**config.mk**
```make
export PLATFORM = sky130hd
export DESIGN_NAME = reservation_station
export DESIGN_NICKNAME = d
export VERILOG_FILES = /design/src/rtl/reservation_station.sv
export SDC_FILE = /design/constraint.sdc
export NUM_CORES = 1
export LEC_CHECK = 0
export BUFFER_PORTS_ARGS = -buffer_cell sky130_fd_sc_hd__buf_2
export CAP_MARGIN = 5
export CORE_ASPECT_RATIO = 1.1
export CORE_UTILIZATION = 29
export DETAILED_ROUTE_END_ITERATION = 12
export PLACE_DENSITY_LB_ADDON = 0.25
export SETUP_SLACK_MARGIN = 0.5
export SYNTH_ARGS = -nofsm -noshare
export SYNTH_HDL_FRONTEND = slang
export SYNTH_SLANG_ARGS = --single-unit
```
**constraint.sdc**
```tcl
create_clock -name clk -period 2.33 [get_ports clk]
set_input_delay 0.5825 -clock clk [delete_from_list [all_inputs] [get_ports clk]]
set_output_delay 0.5825 -clock clk [all_outputs]
set_load 0.01 [all_outputs]
```
**src/rtl/reservation_station.sv**
```systemverilog
`timescale 1ns/1ps
// Output payload types for the reservation station.
package reservation_station_pkg;
    localparam int unsigned RS_XLEN = 32;

    // Scheduler view of one entry.
    typedef struct packed {
        logic               valid_operands;
        logic [2:0]         ALU_op;
        logic [3:0]         ROB_entry;
        logic [1:0]         branch_type;
        logic [RS_XLEN-1:0] rs1;
        logic [RS_XLEN-1:0] rs2;
    } rs_out_t;
endpackage

// reservation_station: four-entry RS bank for the integer/branch cluster.
// Accepts one dispatch per cycle into the lowest free entry, captures operands
// from the CDB (including same-cycle bypass at dispatch), and frees entries
// when the scheduler flags them on consumed_bus.
// Ports:
//   clk, reset (sync, active-high), flush (squash all entries)
//   disp_*       : dispatch request, opcode/ROB/branch info, operand rdy/val/tag
//   disp_ready   : combinational, high while at least one entry is free
//   cdb_*        : common data bus broadcast (valid/tag/value)
//   rs0..rs3_data: per-entry view for the scheduler
//   consumed_bus : bit i frees entry i at the next edge
module reservation_station
    import reservation_station_pkg::*;
#(
    parameter int unsigned XLEN = 32
) (
    input  logic            clk,
    input  logic            reset,
    input  logic            flush,
    input  logic            disp_valid,
    input  logic [2:0]      disp_ALU_op,
    input  logic [3:0]      disp_ROB_entry,
    input  logic [1:0]      disp_branch_type,
    input  logic            disp_src1_rdy,
    input  logic            disp_src2_rdy,
    input  logic [XLEN-1:0] disp_src1_val,
    input  logic [XLEN-1:0] disp_src2_val,
    input  logic [3:0]      disp_src1_tag,
    input  logic [3:0]      disp_src2_tag,
    output logic            disp_ready,
    input  logic            cdb_valid,
    input  logic [3:0]      cdb_tag,
    input  logic [XLEN-1:0] cdb_value,
    output rs_out_t         rs0_data,
    output rs_out_t         rs1_data,
    output rs_out_t         rs2_data,
    output rs_out_t         rs3_data,
    input  logic [3:0]      consumed_bus
);
    localparam int unsigned NUM_ENTRIES = 4;
    localparam int unsigned IDX_W       = 2;
    localparam int unsigned TAG_W       = 4;

    typedef struct packed {
        logic             busy;
        logic [2:0]       alu_op;
        logic [TAG_W-1:0] rob_entry;
        logic [1:0]       branch_type;
        logic             src1_rdy;
        logic [XLEN-1:0]  src1_val;
        logic [TAG_W-1:0] src1_tag;
        logic             src2_rdy;
        logic [XLEN-1:0]  src2_val;
        logic [TAG_W-1:0] src2_tag;
    } entry_t;

    entry_t entry_q [NUM_ENTRIES];
    entry_t entry_d [NUM_ENTRIES];

    logic [NUM_ENTRIES-1:0] busy;
    logic [IDX_W-1:0]       alloc_idx;
    logic                   disp_fire;
    logic                   src1_hit;
    logic                   src2_hit;

    // Busy vector and lowest-indexed free entry, both from current-cycle state.
    always_comb begin
        busy      = '0;
        alloc_idx = '0;
        for (int i = 0; i < NUM_ENTRIES; i++) begin
            busy[i] = entry_q[i].busy;
        end
        for (int i = NUM_ENTRIES - 1; i >= 0; i--) begin
            if (!entry_q[i].busy) begin
                alloc_idx = IDX_W'(i);
            end
        end
    end

    assign disp_ready = ~&busy;
    assign disp_fire  = disp_valid & disp_ready;
    assign src1_hit   = cdb_valid & (cdb_tag == disp_src1_tag);
    assign src2_hit   = cdb_valid & (cdb_tag == disp_src2_tag);

    // Per-entry next state: wakeup, then consume, then allocation; flush overrides.
    always_comb begin
        for (int i = 0; i < NUM_ENTRIES; i++) begin
            entry_d[i] = entry_q[i];

            if (entry_q[i].busy && cdb_valid) begin
                if (!entry_q[i].src1_rdy && (entry_q[i].src1_tag == cdb_tag)) begin
                    entry_d[i].src1_rdy = 1'b1;
                    entry_d[i].src1_val = cdb_value;
                end
                if (!entry_q[i].src2_rdy && (entry_q[i].src2_tag == cdb_tag)) begin
                    entry_d[i].src2_rdy = 1'b1;
                    entry_d[i].src2_val = cdb_value;
                end
            end

            if (consumed_bus[i]) begin
                entry_d[i].busy = 1'b0;
            end

            // A consumed entry is still busy this cycle, so it is never the alloc target.
            if (disp_fire && (alloc_idx == IDX_W'(i))) begin
                entry_d[i].busy        = 1'b1;
                entry_d[i].alu_op      = disp_ALU_op;
                entry_d[i].rob_entry   = disp_ROB_entry;
                entry_d[i].branch_type = disp_branch_type;
                entry_d[i].src1_tag    = disp_src1_tag;
                entry_d[i].src2_tag    = disp_src2_tag;
                entry_d[i].src1_rdy    = disp_src1_rdy | src1_hit;
                entry_d[i].src2_rdy    = disp_src2_rdy | src2_hit;
                entry_d[i].src1_val    = disp_src1_rdy ? disp_src1_val : cdb_value;
                entry_d[i].src2_val    = disp_src2_rdy ? disp_src2_val : cdb_value;
            end

            if (flush) begin
                entry_d[i] = '0;
            end
        end
    end

    // Entry storage.
    always_ff @(posedge clk) begin
        if (reset) begin
            for (int i = 0; i < NUM_ENTRIES; i++) begin
                entry_q[i] <= '0;
            end
        end else begin
            for (int i = 0; i < NUM_ENTRIES; i++) begin
                entry_q[i] <= entry_d[i];
            end
        end
    end

    // Scheduler view; fields of an idle entry are forced to zero.
    function automatic rs_out_t entry_view(input entry_t e);
        rs_out_t o;
        o = '0;
        if (e.busy) begin
            o.valid_operands = e.src1_rdy & e.src2_rdy;
            o.ALU_op         = e.alu_op;
            o.ROB_entry      = e.rob_entry;
            o.branch_type    = e.branch_type;
            o.rs1            = RS_XLEN'(e.src1_val);
            o.rs2            = RS_XLEN'(e.src2_val);
        end
        return o;
    endfunction

    assign rs0_data = entry_view(entry_q[0]);
    assign rs1_data = entry_view(entry_q[1]);
    assign rs2_data = entry_view(entry_q[2]);
    assign rs3_data = entry_view(entry_q[3]);

endmodule

```
### After elaboration in Yosys (flattened, before gate mapping)

Memories as Yosys holds them, arrays and structs flattened.
Index checks and enable logic that the tools add are counted.

| cells by class | value |
|---|---|
| eq/ne operators | 13 |
| mux-type cells | 45 |
| bitwise operators | 13 |
| reductions and logical operators | 27 |

Operator list:

| cell | count |
|---|---|
| $mux W84 | 12 |
| $mux W33 | 16 |
| $mux W74 | 4 |
| $mux W32 | 2 |
| $eq A4 B4 Y1 | 10 |
| $logic_and A1 B1 Y1 | 16 |
| $logic_not A1 Y1 | 9 |
| $mux W2 | 4 |
| $and A1 B1 Y1 | 7 |
| $mux W1 | 7 |
| $or A1 B1 Y1 | 6 |
| $eq A2 B2 Y1 const B | 2 |
| $reduce_and A4 Y1 | 1 |
| $eq A2 B1 Y1 const B | 1 |
| $logic_not A2 Y1 | 1 |

| storage, ports and cells | value |
|---|---|
| register bits | 0 |
| bits in writable memories | 336 |
| bits of input ports | 128 |
| output and inout bits | 297 |
| memories | 1 |

Memory list:

| name | words | bits a word | read ports | clocked after Yosys merged registers in | write ports | RTL line | text |
|---|---|---|---|---|---|---|---|
| entry_q | 4 | 84 | 4 | 0 | 4 | 73 | `entry_t entry_q [NUM_ENTRIES];` |

### Longest topological paths before layout

| logic depth | value |
|---|---|
| depth in word-level cells | 9 |
| mapped depth | 8 |
| gate-level depth less buffers | 4 |

### Worst setup path after synthesis

No wires, ideal clock.

| timing | value |
|---|---|
| path type | input -> register |
| start | input port cdb_tag[0] |
| end | memory entry_q[3][62] in the netlist's numbering |
| library setup time | 0.132 ns |
| arrival | 1.713 ns |
| required time | 2.198 ns |
| setup slack | 0.485 ns |
| stages on the path | 7 |
| buffers on the path | 3 |
| path through | buf_6 xor2_2 or3_4 buf_6 buf_6 o211ai_2 a21oi_1 |

RTL lines:

| what | RTL line | text |
|---|---|---|
| start, declared | 48 | `input logic [3:0] cdb_tag,` |
| end, declared | 73 |  |

==> metrics.yaml <==
final_common_cell: "dfxtp_1"
via_per_inst: 5.76
crit_path_end_kind: "primary output"
port_buffers: 424
final_cell_mix: "dfxtp_1, nand2_1, a21oi_1, buf_2, buf_6"
yosys-top-cells-area: "dfxtp_1, and2_1, a21oi_1"
synth-simple-area-share: 0.251
drv_cap: 0
synth_top_area_share: 0.354
drive_gt1_frac: 0.404
maxSlewHeadroom: 0.404
setup_viol: 0
cellPowerDensity_nw_per_um2: 499
largest_register_ffs: 336
vdd_drop_max_mv: 0.450
critPathKind: "reg2out"
die_h_um: 270
finalInstanceArea_sq_um: 29300
power_w: 0.0146
track_usage: 0.251
yosysTopAreaCell: "dfxtp_1"
synth-compound-area-share: 0.264
drcViolationCount: 0
synth_cell_types: 38
cts-root-buf: "clkbuf_16"
ctsHtreeMaxLevel: 2
worstMarginPinSlew_ns: 0.869
ys.flop_type: "dfxtp_1"
ios: 425
synth_cells: 2528
period_share: 0.961
die-area_sq_um: 66500
num_vias: 22200
critPathArrivalTime_ns: 1.66
dr.pass1.iters: 6
dpl_cell_area_sq_um: 22200
numCtsBuffers: 43
antenna_found_initial: 19
gp_congestion: 0.871
min_path_type: "in2reg"
place_inst: 3619
synth_edf_count: 0
nets: 3093
finClkSkew_ns: 0.0164
worstPathRequired_ns: 1.75
grt_max_degree: 82
critPathSlowestCell: "dfxtp_4"
ys_warn_count: 0
crit_family: "buffers and inverters"
crit_chain: "buf_12, buf_12, and2_4, buf_2"
muxShareOfSynthArea: 0.0337
tns_ns: 0
ys_seq_elements: 336
cts_tree: "built"
synth_xor_area_frac: 0.0200
ant_nets: 0
crit_fanout: 9
cts_sinks: 336
clock.fmax_ghz: 0.447
min_period_ns: 2.24
floorplan.rows: 98
grt_pass1_wl_mm: 126
top_register: "entry_q"
grt-ovfl-total: 0
synth_area_per_cell_sq_um: 7.51
area_growth_syn_to_layout_pct: 54.5
wl_mm: 108
synth_fp_nets: 2656
die_x_um: 246
cp_num_buf_inv: 3
clock_latency_ns: 0.58
hold_viol: 0
hpwl_mm: 58.6
synth_area_sq_um: 19000
max_stage_delay_ns: 0.44
core_area_sq_um: 64900
clock_path_buffers: 3
rsz0062_at_grt: "true"
synthAdderAreaFrac: 0
total_leakage_power_nw: 11.8
stdcell_count: 3851
drtIter0Drc: 2324
yosysSeqAreaShare: 0.354
largestRegisters: "entry_q (336)"
start_kind: "flop"
grt_pass1_vias: 18900
initial_core_util: 0.293
wl_per_cell_um: 27.9
synthArstFlopShare: 0
final_max_slew_viol_count: 0
status: "finished, final reports clean"
crit_top_cell: "buf_12"
cts.clk_slew.worst_paths_ns: 0.06
synth_top_family_by_area: "compound AO/OA/AOI/OAI gates"
worst reg2reg max path, stage by stage, from the launching register on:
cell and delay (ns):
dfxtp_4 0.46, buf_8 0.18, buf_6 0.11, buf_6 0.08, buf_6 0.09, nand3b_1 0.20, buf_6 0.16, buf_6 0.10
buf_12 0.13, buf_16 0.16, nor2_4 0.04, a31oi_1 0.21, a21oi_1 0.10
cells by family after synthesis:
family | count (synthesis)
and+or+nand+nor | 974
AOI/OAI and AO/OA | 811
DFF | 336
buffers and inverters | 303
muxes | 64
xor gates and xnor gates | 40
cell type report:
class                   instances  area, sq um
diodes                          6         15.0
clock buffers                  62         1300
clock inverters                13          131
fillers                      6265        35500
multi-input cells            1897        12800
flip-flops and latches        336         6740
well taps                     850         1060
repair buffers                687         7290
timing repair:
| item | in CTS | in global routing |
|---|---|---|
| setup buffers | 15 | 52 |
| cloned | 4 | 80 |
| hold buffers | 0 | 0 |
| pin swaps | 4 | 260 |
| setup endpoints to repair | 501 | 548 |
| gates resized for setup | 48 | 847 |
metrics by stage:
step,util,hold WS (ns),setup WS (ns)
after CTS,0.371,0.237,0.0962
after global routing,0.452,0.259,0.0632
after global placement,0.343,0.438,0.182
after detailed placement,0.343,0.444,0.155
after floorplan,-,0.432,0.529
final,0.452,0.264,0.0910
report_power, final:
group	internal, W	total, W	leakage [nW]	switching, W
combinational	0.000604	0.00186	8.39	0.00125
sequential	0.00581	0.00586	2.72	0.0000517
clock	0.00409	0.00691	0.699	0.00282
total	0.0105	0.0146	11.8	0.00413
path summary, 6_finish.rpt:
kind	startpoint	endpoint	slack, ns	depth (start not counted)
worst max-delay path	entry_q[3][83]	rs3_data[16]	0.09	4
worst min-delay path	consumed_bus[1]	entry_q[1][83]	0.26	3
worst max register to register	entry_q[1][83]	entry_q[1][27]	0.18	12
worst min register to register	entry_q[1][78]	entry_q[1][78]	0.45	2
synthesized netlist by cell type (18+ instances only):
cell type	n
nand3_1	18
clkbuf_1	164
and2_1	292
mux2i_1	64
dfxtp_1	336
buf_2	98
a21o_1	96
nor3_1	37
nor2_1	166
o211ai_1	19
and3_1	74
xor2_1	25
o21ai_0	99
o31a_1	67
nand2_1	363
a31oi_1	191
a21oi_1	296
layer usage:
layer / track usage / wire [um] / up-vias
li1: - / - / 9690
met1: 0.313 / 41600 / 10800
met2: 0.406 / 49600 / 1356
met3: 0.0563 / 10400 / 321
met4: 0.119 / 5700 / 18
met5: 0 / 116 / -
(Power assumes the default switching activity.)
